==> src/rtl/mem_ctrl_pkg.sv <==
// Shared definitions for the byte-serial memory controller: opcodes, FSM states,
// request-size decode and IO write gating.
package mem_ctrl_pkg;

  localparam int unsigned ADDR_W = 32;
  localparam int unsigned DATA_W = 32;
  localparam int unsigned OP_W   = 6;
  localparam int unsigned CNT_W  = 3;

  localparam logic [1:0] IO_HI_DEF = 2'b11;

  localparam logic [OP_W-1:0] OP_LB  = 6'd1;
  localparam logic [OP_W-1:0] OP_LH  = 6'd2;
  localparam logic [OP_W-1:0] OP_LW  = 6'd3;
  localparam logic [OP_W-1:0] OP_LBU = 6'd4;
  localparam logic [OP_W-1:0] OP_LHU = 6'd5;
  localparam logic [OP_W-1:0] OP_SB  = 6'd6;
  localparam logic [OP_W-1:0] OP_SH  = 6'd7;
  localparam logic [OP_W-1:0] OP_SW  = 6'd8;

  typedef enum logic [1:0] {
    ST_IDLE  = 2'd0,
    ST_READ  = 2'd1,
    ST_WRITE = 2'd2
  } state_e;

  typedef enum logic {
    OWN_LSB = 1'b0,
    OWN_IF  = 1'b1
  } owner_e;

  // Byte count of an access; zero marks an opcode the controller ignores.
  function automatic logic [CNT_W-1:0] op_size(input logic [OP_W-1:0] op);
    case (op)
      OP_LB, OP_LBU, OP_SB: op_size = CNT_W'(1);
      OP_LH, OP_LHU, OP_SH: op_size = CNT_W'(2);
      OP_LW, OP_SW:         op_size = CNT_W'(4);
      default:              op_size = CNT_W'(0);
    endcase
  endfunction

  function automatic logic op_is_store(input logic [OP_W-1:0] op);
    return (op == OP_SB) || (op == OP_SH) || (op == OP_SW);
  endfunction

  // A write byte may go out unless it targets the IO region while its buffer is full.
  function automatic logic wr_allowed(input logic [1:0] region, input logic [1:0] io_hi,
                                      input logic full);
    return !((region == io_hi) && full);
  endfunction

endpackage

==> src/rtl/mem_ctrl.sv <==
// Byte-serial responder for LSB loads/stores and instruction fetches over the
// single 8-bit RAM/IO port; assembles little-endian data and pulses done.
module mem_ctrl
  import mem_ctrl_pkg::*;
#(
  parameter int unsigned AW    = ADDR_W,
  parameter logic [1:0]  IO_HI = IO_HI_DEF
) (
  input  logic              clk,
  input  logic              rst,
  input  logic              rdy,
  input  logic              lsb_req,
  input  logic [AW-1:0]     lsb_addr,
  input  logic [OP_W-1:0]   lsb_op,
  input  logic [DATA_W-1:0] lsb_wdata,
  output logic [DATA_W-1:0] lsb_rdata,
  output logic              lsb_ok,
  input  logic              if_req,
  input  logic [AW-1:0]     if_addr,
  output logic [DATA_W-1:0] if_rdata,
  output logic              if_ok,
  input  logic [7:0]        mem_din,
  output logic [7:0]        mem_dout,
  output logic [AW-1:0]     mem_a,
  output logic              mem_wr,
  input  logic              io_buffer_full
);

  state_e            state, state_d;
  owner_e            owner, owner_d;
  logic [CNT_W-1:0]  cnt, cnt_d, size, size_d, cap_idx, cap_idx_d;
  logic [AW-1:0]     addr, addr_d, mem_a_d;
  logic [DATA_W-1:0] wdata, wdata_d, data, data_d;
  logic [DATA_W-1:0] lsb_rdata_d, if_rdata_d;
  logic              rd_live, rd_live_d, cap_valid, cap_valid_d;
  logic              lsb_ok_d, if_ok_d, mem_wr_d;
  logic [7:0]        mem_dout_d;

  logic              take_lsb, take_if;
  logic [AW-1:0]     req_a, nxt_a;
  logic [CNT_W-1:0]  nxt;
  logic [DATA_W-1:0] merged;

  always_ff @(posedge clk) begin
    if (rst) state <= ST_IDLE;
    else     state <= state_d;
  end

  // Next-state and registered-output logic.
  always_comb begin
    state_d     = state;
    owner_d     = owner;
    cnt_d       = cnt;
    size_d      = size;
    cap_idx_d   = cap_idx;
    cap_valid_d = cap_valid;
    rd_live_d   = rd_live;
    addr_d      = addr;
    wdata_d     = wdata;
    data_d      = data;
    mem_a_d     = mem_a;
    mem_dout_d  = mem_dout;
    mem_wr_d    = mem_wr;
    lsb_rdata_d = lsb_rdata;
    if_rdata_d  = if_rdata;
    lsb_ok_d    = 1'b0;
    if_ok_d     = 1'b0;

    take_lsb = lsb_req && !lsb_ok && (op_size(lsb_op) != '0);
    take_if  = !take_lsb && if_req && !if_ok;
    req_a    = take_lsb ? lsb_addr : if_addr;
    nxt      = cnt + CNT_W'(1);
    nxt_a    = addr + AW'(nxt);
    merged   = data | (DATA_W'(mem_din) << {cap_idx, 3'b000});

    if (!rdy) begin
      // Frozen: drop any in-flight capture and re-issue its byte after resume.
      mem_wr_d = 1'b0;
      if (state == ST_READ && cap_valid) begin
        cap_valid_d = 1'b0;
        rd_live_d   = 1'b1;
        cnt_d       = cap_idx;
        mem_a_d     = addr + AW'(cap_idx);
      end
    end else begin
      case (state)
        ST_IDLE: begin
          if (take_lsb || take_if) begin
            addr_d      = req_a;
            mem_a_d     = req_a;
            cnt_d       = '0;
            data_d      = '0;
            cap_valid_d = 1'b0;
            wdata_d     = lsb_wdata;
            owner_d     = take_lsb ? OWN_LSB : OWN_IF;
            size_d      = take_lsb ? op_size(lsb_op) : CNT_W'(4);
            if (take_lsb && op_is_store(lsb_op)) begin
              state_d    = ST_WRITE;
              mem_dout_d = lsb_wdata[7:0];
              mem_wr_d   = wr_allowed(req_a[17:16], IO_HI, io_buffer_full);
            end else begin
              state_d   = ST_READ;
              rd_live_d = 1'b1;
              mem_wr_d  = 1'b0;
            end
          end
        end
        ST_READ: begin
          cap_valid_d = rd_live;
          cap_idx_d   = cnt;
          if (rd_live) begin
            if (nxt == size) begin
              rd_live_d = 1'b0;
            end else begin
              cnt_d   = nxt;
              mem_a_d = nxt_a;
            end
          end
          if (cap_valid) begin
            data_d = merged;
            if (cap_idx == size - CNT_W'(1)) begin
              state_d = ST_IDLE;
              if (owner == OWN_LSB) begin
                lsb_rdata_d = merged;
                lsb_ok_d    = 1'b1;
              end else begin
                if_rdata_d = merged;
                if_ok_d    = 1'b1;
              end
            end
          end
        end
        ST_WRITE: begin
          // mem_wr low means the current byte was held back; retry it.
          if (!mem_wr) begin
            mem_wr_d = wr_allowed(mem_a[17:16], IO_HI, io_buffer_full);
          end else if (nxt == size) begin
            state_d  = ST_IDLE;
            mem_wr_d = 1'b0;
            lsb_ok_d = 1'b1;
          end else begin
            cnt_d      = nxt;
            mem_a_d    = nxt_a;
            mem_dout_d = 8'(wdata >> {nxt, 3'b000});
            mem_wr_d   = wr_allowed(nxt_a[17:16], IO_HI, io_buffer_full);
          end
        end
        default: state_d = ST_IDLE;
      endcase
    end
  end

  always_ff @(posedge clk) begin
    if (rst) begin
      owner     <= OWN_LSB;
      cnt       <= '0;
      size      <= '0;
      cap_idx   <= '0;
      cap_valid <= 1'b0;
      rd_live   <= 1'b0;
      addr      <= '0;
      wdata     <= '0;
      data      <= '0;
      mem_a     <= '0;
      mem_dout  <= '0;
      mem_wr    <= 1'b0;
      lsb_rdata <= '0;
      if_rdata  <= '0;
      lsb_ok    <= 1'b0;
      if_ok     <= 1'b0;
    end else begin
      owner     <= owner_d;
      cnt       <= cnt_d;
      size      <= size_d;
      cap_idx   <= cap_idx_d;
      cap_valid <= cap_valid_d;
      rd_live   <= rd_live_d;
      addr      <= addr_d;
      wdata     <= wdata_d;
      data      <= data_d;
      mem_a     <= mem_a_d;
      mem_dout  <= mem_dout_d;
      mem_wr    <= mem_wr_d;
      lsb_rdata <= lsb_rdata_d;
      if_rdata  <= if_rdata_d;
      lsb_ok    <= lsb_ok_d;
      if_ok     <= if_ok_d;
    end
  end

endmodule

==> config.mk <==
export PLATFORM = sky130hd
export DESIGN_NAME = mem_ctrl
export DESIGN_NICKNAME = d
export VERILOG_FILES = /design/src/rtl/mem_ctrl_pkg.sv /design/src/rtl/mem_ctrl.sv
export SDC_FILE = /design/constraint.sdc
export NUM_CORES = 1
export LEC_CHECK = 0
export ABC_AREA = 1
export BUFFER_PORTS_ARGS = -buffer_cell sky130_fd_sc_hd__buf_2
export CORE_ASPECT_RATIO = 0.5
export CORE_MARGIN = 5
export CORE_UTILIZATION = 25
export CTS_CLUSTER_DIAMETER = 30
export DETAILED_ROUTE_END_ITERATION = 8
export PLACE_DENSITY = 0.52
export SETUP_SLACK_MARGIN = 0.1
export SYNTH_ARGS = -nofsm -noshare
export SYNTH_HDL_FRONTEND = slang
export SYNTH_SLANG_ARGS = --single-unit
==> constraint.sdc <==
create_clock -name clk -period 2.1 [get_ports clk]
set_input_delay 0.105 -clock clk [delete_from_list [all_inputs] [get_ports clk]]
set_output_delay 0.105 -clock clk [all_outputs]
set_load 0.03 [all_outputs]
==> results of run 1 <==
[final timing paths]
path                             from                       end  cells after the start
max reg2reg       cnt[1]$_SDFFE_PP0P_    mem_a[10]$_SDFFE_PP0P_                     15
max               cnt[1]$_SDFFE_PP0P_    mem_a[10]$_SDFFE_PP0P_                     15
min                      lsb_addr[12]     addr[12]$_SDFFE_PP0P_                      3
min reg2reg  if_rdata[2]$_SDFFE_PP0P_  if_rdata[2]$_SDFFE_PP0P_                      2
[worst reg2reg max path: stages, from the launching register on]
cell and delay [ps]:
dfxtp_2 330, ha_4 170, xor2_4 160, ha_4 300, nand2_4 60, a21oi_4 210
nand4_1 170, buf_4 180, buf_4 130, nand2_2 50, nand3_2 60, nand2_2 70
inv_2 30, o21ai_1 60, nor2_1 50, nor2_1 70
[cell type report]
class | instances | area (sq um) | area share (%)
Multi-Input combinational cell | 1271 | 6490 | 38.2
Sequential cell | 217 | 4350 | 25.6
Timing Repair Buffer | 399 | 2920 | 17.2
Clock buffer | 60 | 1270 | 7.50
Inverter | 217 | 822 | 4.84
Tap cell | 638 | 798 | 4.70
Clock inverter | 26 | 324 | 1.91
[registers in the layout, indices dropped and copies added (netlist names), 2 cells and up]
signal / count
if_rdata: 32
state: 2
mem_dout: 8
cap_idx: 3
wdata: 32
cnt: 3
addr: 32
mem_a: 32
size: 3
data: 32
lsb_rdata: 32
[per-layer routing]
| metal | vias up | GRT usage [%] |
|---|---|---|
| li1 | 6500 | - |
| met1 | 5675 | 19.3 |
| met2 | 245 | 28.0 |
| met3 | 67 | 2.77 |
| met4 | 2 | 3.97 |
| met5 | - | 0 |
[layout by cell type, fill, tap and decap left out, types with 8 or more instances in the layout]
master         count
nand3_1          101
nand2_1          395
xor2_1            12
dfxtp_1          209
a22oi_1            8
clkbuf_16         48
inv_1            199
dfxtp_2            8
nor2_1           231
buf_4             70
o21ai_0          144
buf_6             10
o21bai_1          39
nand2_2           25
nand4_1           12
buf_12            16
o21ai_1           21
nand3_2           17
nor2_4            11
nand2_4           12
or2_2              8
buf_2            222
nor2_2            18
dlygate4sd3_1     78
a211oi_1          17
o22ai_1           12
inv_2             15
a21oi_1          132
[kinds of logic (layout without fill, tap and decap cells)]
group                      Yosys count  in the layout  share of synthesized area, %
adders and majority gates           13             13                          1.52
buffers and inverters              310            702                          10.9
DFF                                217            217                          37.2
AOI/OAI and AO/OA                  390            390                          18.6
xor gates and xnor gates            16             16                          1.20
and+or+nand+nor                    852            852                          30.6
[report_power, final]
part           switching (mW)  leakage (nW)  total, mW  internal [mW]
clock                    2.55         0.767       7.37           4.82
combinational            3.42          5.03       5.46           2.04
sequential              0.429          1.77       5.08           4.65
[what timing repair did]
action	4_1_cts	5_1_grt
setup endpoints to repair	55	106
gates resized for setup	43	90
setup buffers	7	5
gates cloned	0	2
pin swaps	26	40
hold endpoints to repair	72	0
hold buffers	78	0
==> reports/summary.txt, run 1 <==
final setup vio count: 8
critical path capture point type: flip-flop
metal1 wirelength: 18.1 mm
worst endpoint required time: 2590 ps
met2 routed WL: 20.7 mm
Synth area leader: dfxtp_1
Max FO, Critical Path: 4
synth top area cells: dfxtp_1 (37%), nand2_1 (14%), nor2_1 (8.0%), o21ai_0 (6.8%), inv_1 (6.8%)
DP Wirelength: 29.6 mm
Placement Setup Slack: -129 ps
fillers: 5012
Syn Area/Cell: 6.50 sq um
Netlist Area Pre-Place: 11700 sq um
dpl cells: 2650
Initial Util: 25.1%
Final #Nets: 2281
Post-Route Setup TNS: -237 ps
Tmin final: 2170 ps
CP Buf/Inv Count: 3
CTS H-tree lvls: 2
DIE HEIGHT: 163 microns
via count: 12500
share of layout cells above drive strength 1: 24.8%
DRT Wirelength: 41.4 mm
Non-Filler Instances: 2828
area grow syn2layout: 45.2%
met3 WL: 1.81 mm
Clk Latency, worst-skew pair: 560 ps
Startpoint Class: flip-flop
WHS: 2.54 ps
Seq/Total Area, Yosys: 37.2%
drt pass-1 iters: 6
DRT iter0 DRCs: 860
I/O pin cnt: 223
CTS tree: built
row cnt: 56
YS warnings: 0
Core Util, Final: 36.5%
Max-Cap Viols: 0
Fin. Hold Viols: 0
cells after synthesis: 1798
final estimated routing congestion in global placement: 0.904
critical path class: flip-flop to flip-flop
CTS clk-pin slew, worst paths: 50 ps
CTS root buffer: clkbuf_16
uppermost layer routed: met5
Routed wire per std cell: 14.6 microns
ant diodes: 0
most common cell in the netlist: nand2_1
Sinks on Clock Net: 217
maximum root-to-sink buffer count: 3
Clock Skew: 23.5 ps
cell leakage power: 7.57 nW
crit share post-route: 103%
Main synth FF type: dfxtp_1
DP Area: 14000 sq um
Core ar.: 46500 sq um
CP delay by family, top: simple AND/OR/NAND/NOR gates
status: complete, but fails checks
Slew @ Worst Pin: 556 ps
Yosys cell types: 43
vias in the first global route: 11900
achievable frequency: 462 MHz
synthesized netlist net count: 1927
worst path cell trace: ha_4 > xor2_4 > ha_4 > nand2_4 > a21oi_4 > nand4_1 > buf_4 > buf_4 > nand2_2 > nand3_2 > nand2_2 > inv_2 > o21ai_1 > nor2_1 > nor2_1
CP max-delay cell: dfxtp_2
Final Power: 17.9 mW
Final WS setup: -65.9 ps
Hold Crit Class: primary input to flip-flop
reg2reg setup slack: -70 ps
first-pass GRT wire length: 64.6 mm
overall global routing resource usage: 15.5%
Yosys reg bits: 217
DRT antenna net count: 0
Max Slew Vio Count: 0
Peak VDD IR: 558 uV
initial antenna violation count: 1
Synth async-reset ratio: 0%
worst rel slew slack: 62.9%
Worst EP arrival: 2660 ps
RSZ-0062 raised after global routing: true
post-synth top area share: 37.2%
die area: 51400 sq um
Power Dens Cells: 1050 nW/um^2
GR Overflow Total: 0
Num CTS Buffers: 46
top cells by count, synth: nand2_1 (424), nor2_1 (248), dfxtp_1 (217), inv_1 (211), o21ai_0 (159)
vias per cell: 4.42
die span in x: 316 microns
largest net degree at the start of global routing: 59
failing checks: negative setup slack
fin area: 17000 sq um
biggest cell delay along the critical path: 330 ps
Post-synth EDFFs: 0
drt drc: 0
Port Buffers: 222
Power figures use the tool's default switching activity.
==> inputs of run 2 (changes only) <==
SKIP_LAST_GASP = 1   (was not set)
==> run 2 against run 1 <==
  * The run still ends with negative setup slack left
  * Sequential share of layout area decreased by 0.17 points
  * Non-clock buffer count is 9 higher
  * Combinational power grew 4.4%
  * Setup slack worse by 12 ps
  * Worst hold slack improved by 4.2 ps
  * Global-route usage hardly changed
  * First-iteration DRC count up 1.3%
  * Wire length grew 1.3%
  * Final cell count rose by 0.32%
  * Die area unchanged
  * Critical endpoint is now mem_a[12]$_SDFFE_PP0P_
==> reports/summary.txt, run 2 (synthesis gave the netlist of run 1 again) <==
status: complete, but fails checks
failing checks: negative setup slack
DIE HEIGHT: 163 microns (unchanged)
I/O pin cnt: 223 (unchanged)
worst-case reg-to-reg path depth: 14 (-1)
RSZ-0062 raised after global routing: true
Worst EP arrival: 2620 ps (-40 ps)
Slew @ Worst Pin: 561 ps (+5.03 ps)
leading cell types in the layout, fill and taps excluded: nand2_1 (403), nor2_1 (231), buf_2 (222), dfxtp_1 (210), inv_1 (201)
maximum root-to-sink buffer count: 3 (unchanged)
initial antenna violation count: 1 (unchanged)
DRT iter0 DRCs: 871 (+1.3%)
Max-Cap Viols: 0 (unchanged)
ant diodes: 0 (unchanged)
dpl cells: 2650 (unchanged)
Fin. Hold Viols: 0 (unchanged)
CTS root buffer: clkbuf_16
overall global routing resource usage: 15.5% (about the same)
achievable frequency: 459 MHz (-0.54%)
drt pass-1 iters: 5 (-1)
worst endpoint required time: 2550 ps (-40 ps)
GRT busiest layer: met2
grt met2 use: 28.0% (about the same)
Hold Crit Class: primary input to flip-flop
vias per cell: 4.43 (+0.41%)
share of layout cells above drive strength 1: 24.8% (about the same)
Tmin final: 2180 ps (+11.8 ps)
Power Dens Cells: 1060 nW/um^2 (+0.75%)
crit share post-route: 104% (+0.56 points)
die area: 51400 sq um (unchanged)
Final WS setup: -77.7 ps (-11.8 ps)
GRT met1 Usage: 19.3% (about the same)
final setup vio count: 12 (+4)
Endpoint, Worst Hold: addr[15]$_SDFFE_PP0P_
WHS Path Cells: 5 (+2)
area grow syn2layout: 46.2%
GR Layer Usage met3: 2.77% (unchanged)
row cnt: 56 (unchanged)
commonest non-fill, non-tap cell in the layout: nand2_1
Routed wire per std cell: 14.8 microns (+0.95%)
vias in the first global route: 11900 (+0.067%)
DRT antenna net count: 0 (unchanged)
GR Overflow Total: 0 (unchanged)
reg2reg start: cnt[1]$_SDFFE_PP0P_
die span in x: 316 microns (unchanged)
worst rel slew slack: 62.6% (-0.34 points)
Initial Util: 25.1% (unchanged)
via count: 12600 (+0.73%)
Max FO, Critical Path: 5 (+1)
drt drc: 0 (unchanged)
Num CTS Buffers: 46 (unchanged)
DP Wirelength: 29.6 mm (unchanged)
cell leakage power: 7.60 nW (+0.52%)
fin area: 17100 sq um (+0.65%)
Clock Skew: 24.0 ps (+0.543 ps)
DP Area: 14000 sq um (unchanged)
DRT Wirelength: 41.9 mm (+1.3%)
Peak VDD IR: 590 uV (+5.7%)
final estimated routing congestion in global placement: 0.904 (unchanged)
CTS tree: built
Final #Nets: 2290 (+0.39%)
largest net degree at the start of global routing: 59 (unchanged)
Hold Path Origin: if_addr[15]
Non-Filler Instances: 2837 (+0.32%)
Max Slew Vio Count: 0 (unchanged)
Core ar.: 46500 sq um (unchanged)
RR Endpoint: mem_a[12]$_SDFFE_PP0P_
Port Buffers: 222 (unchanged)
Startpoint Class: flip-flop
Final Power: 18.2 mW (+1.4%)
reg2reg setup slack: -80 ps (about the same)
Core Util, Final: 36.7% (+0.24 points)
first-pass GRT wire length: 64.6 mm (about the same)
CTS clk-pin slew, worst paths: 50 ps (about the same)
Clk Latency, worst-skew pair: 560 ps (about the same)
critical path capture point type: flip-flop
CTS H-tree lvls: 2 (unchanged)
Sinks on Clock Net: 217 (unchanged)
critical path class: flip-flop to flip-flop
==> run 2: changes by cell type in the layout (fill, tap and decap cells not counted), moves of 3 or more <==
| cell | delta |
|---|---|
| nand2_2 | -5 |
| buf_4 | +9 |
| buf_6 | -4 |
| nand2_1 | +8 |
| nand2_4 | -3 |
| inv_2 | -3 |
==> run 2: worst max-delay path, stage by stage (launching register included) <==
cell and delay [ps]:
dfxtp_2 330, ha_4 170, xor2_4 160, ha_4 300
nand2_4 60, a21oi_4 210, nand2_4 120, nor2_4 220
nand2_2 90, nor2_2 90, o21ai_1 60, inv_1 50
o21ai_1 50, nor2_1 120, nor2_1 40
==> run 2: worst max-delay path by stage <==
| stage | start | endpoint | slack (ps) |
|---|---|---|---|
| floorplan | cnt[0]$_SDFFE_PP0P_ | mem_a[14]$_SDFFE_PP0P_ | 40 |
| global placement | cnt[1]$_SDFFE_PP0P_ | mem_a[10]$_SDFFE_PP0P_ | -120 |
| detailed placement | cnt[1]$_SDFFE_PP0P_ | mem_wr$_SDFFE_PP0P_ | -130 |
| CTS | cnt[1]$_SDFFE_PP0P_ | mem_wr$_SDFFE_PP0P_ | -20 |
| global route | cnt[1]$_SDFFE_PP0P_ | mem_a[15]$_SDFFE_PP0P_ | -250 |
| finish | cnt[1]$_SDFFE_PP0P_ | mem_a[12]$_SDFFE_PP0P_ | -80 |
==> run 2: power breakdown <==
| part | internal (mW) | switching (mW) | leakage (nW) |
|---|---|---|---|
| sequential | 4.65 | 0.434 | 1.77 |
| combinational | 2.22 | 3.48 | 5.07 |
| clock | 4.82 | 2.56 | 0.767 |
==> run 2: timing repair <==
| action | in CTS | in global routing |
|---|---|---|
| gates cloned | 0 | 5 |
| hold endpoints to repair | 72 | 0 |
| endpoints found under the setup margin | 55 | 106 |
| pin swaps | 23 | 45 |
| resized for setup | 39 | 80 |
| setup buffers | 7 | 11 |
| hold buffers | 78 | 0 |
==> run 2: routing by layer <==
layer  vias to the layer above  share of wire (%)
met3                        65                4.3
met1                      5749                 43
met5                         -              0.031
met2                       245                 50
met4                         2                1.9
li1                       6519                  -
==> run 2: area by class of cell <==
type	count	area, sq um
Timing Repair Buffer	408	3020
Clock buffer	60	1270
Inverter	217	826
Multi-Input combinational cell	1271	6490
Clock inverter	26	324
Sequential cell	217	4350
Fill cell	4999	29400
Tap cell	638	798
==> run 2: stage by stage <==
step / worst slack [ps] / hold slack, ps / TNS [ps]
after global placement: -116 / 367 / -1050
after global routing: -255 / 17.1 / -3830
final: -77.7 / 6.75 / -421
after detailed placement: -129 / 370 / -1650
after CTS: -16.6 / 2.19 / -84.7
after floorplan: 36.4 / 268 / 0
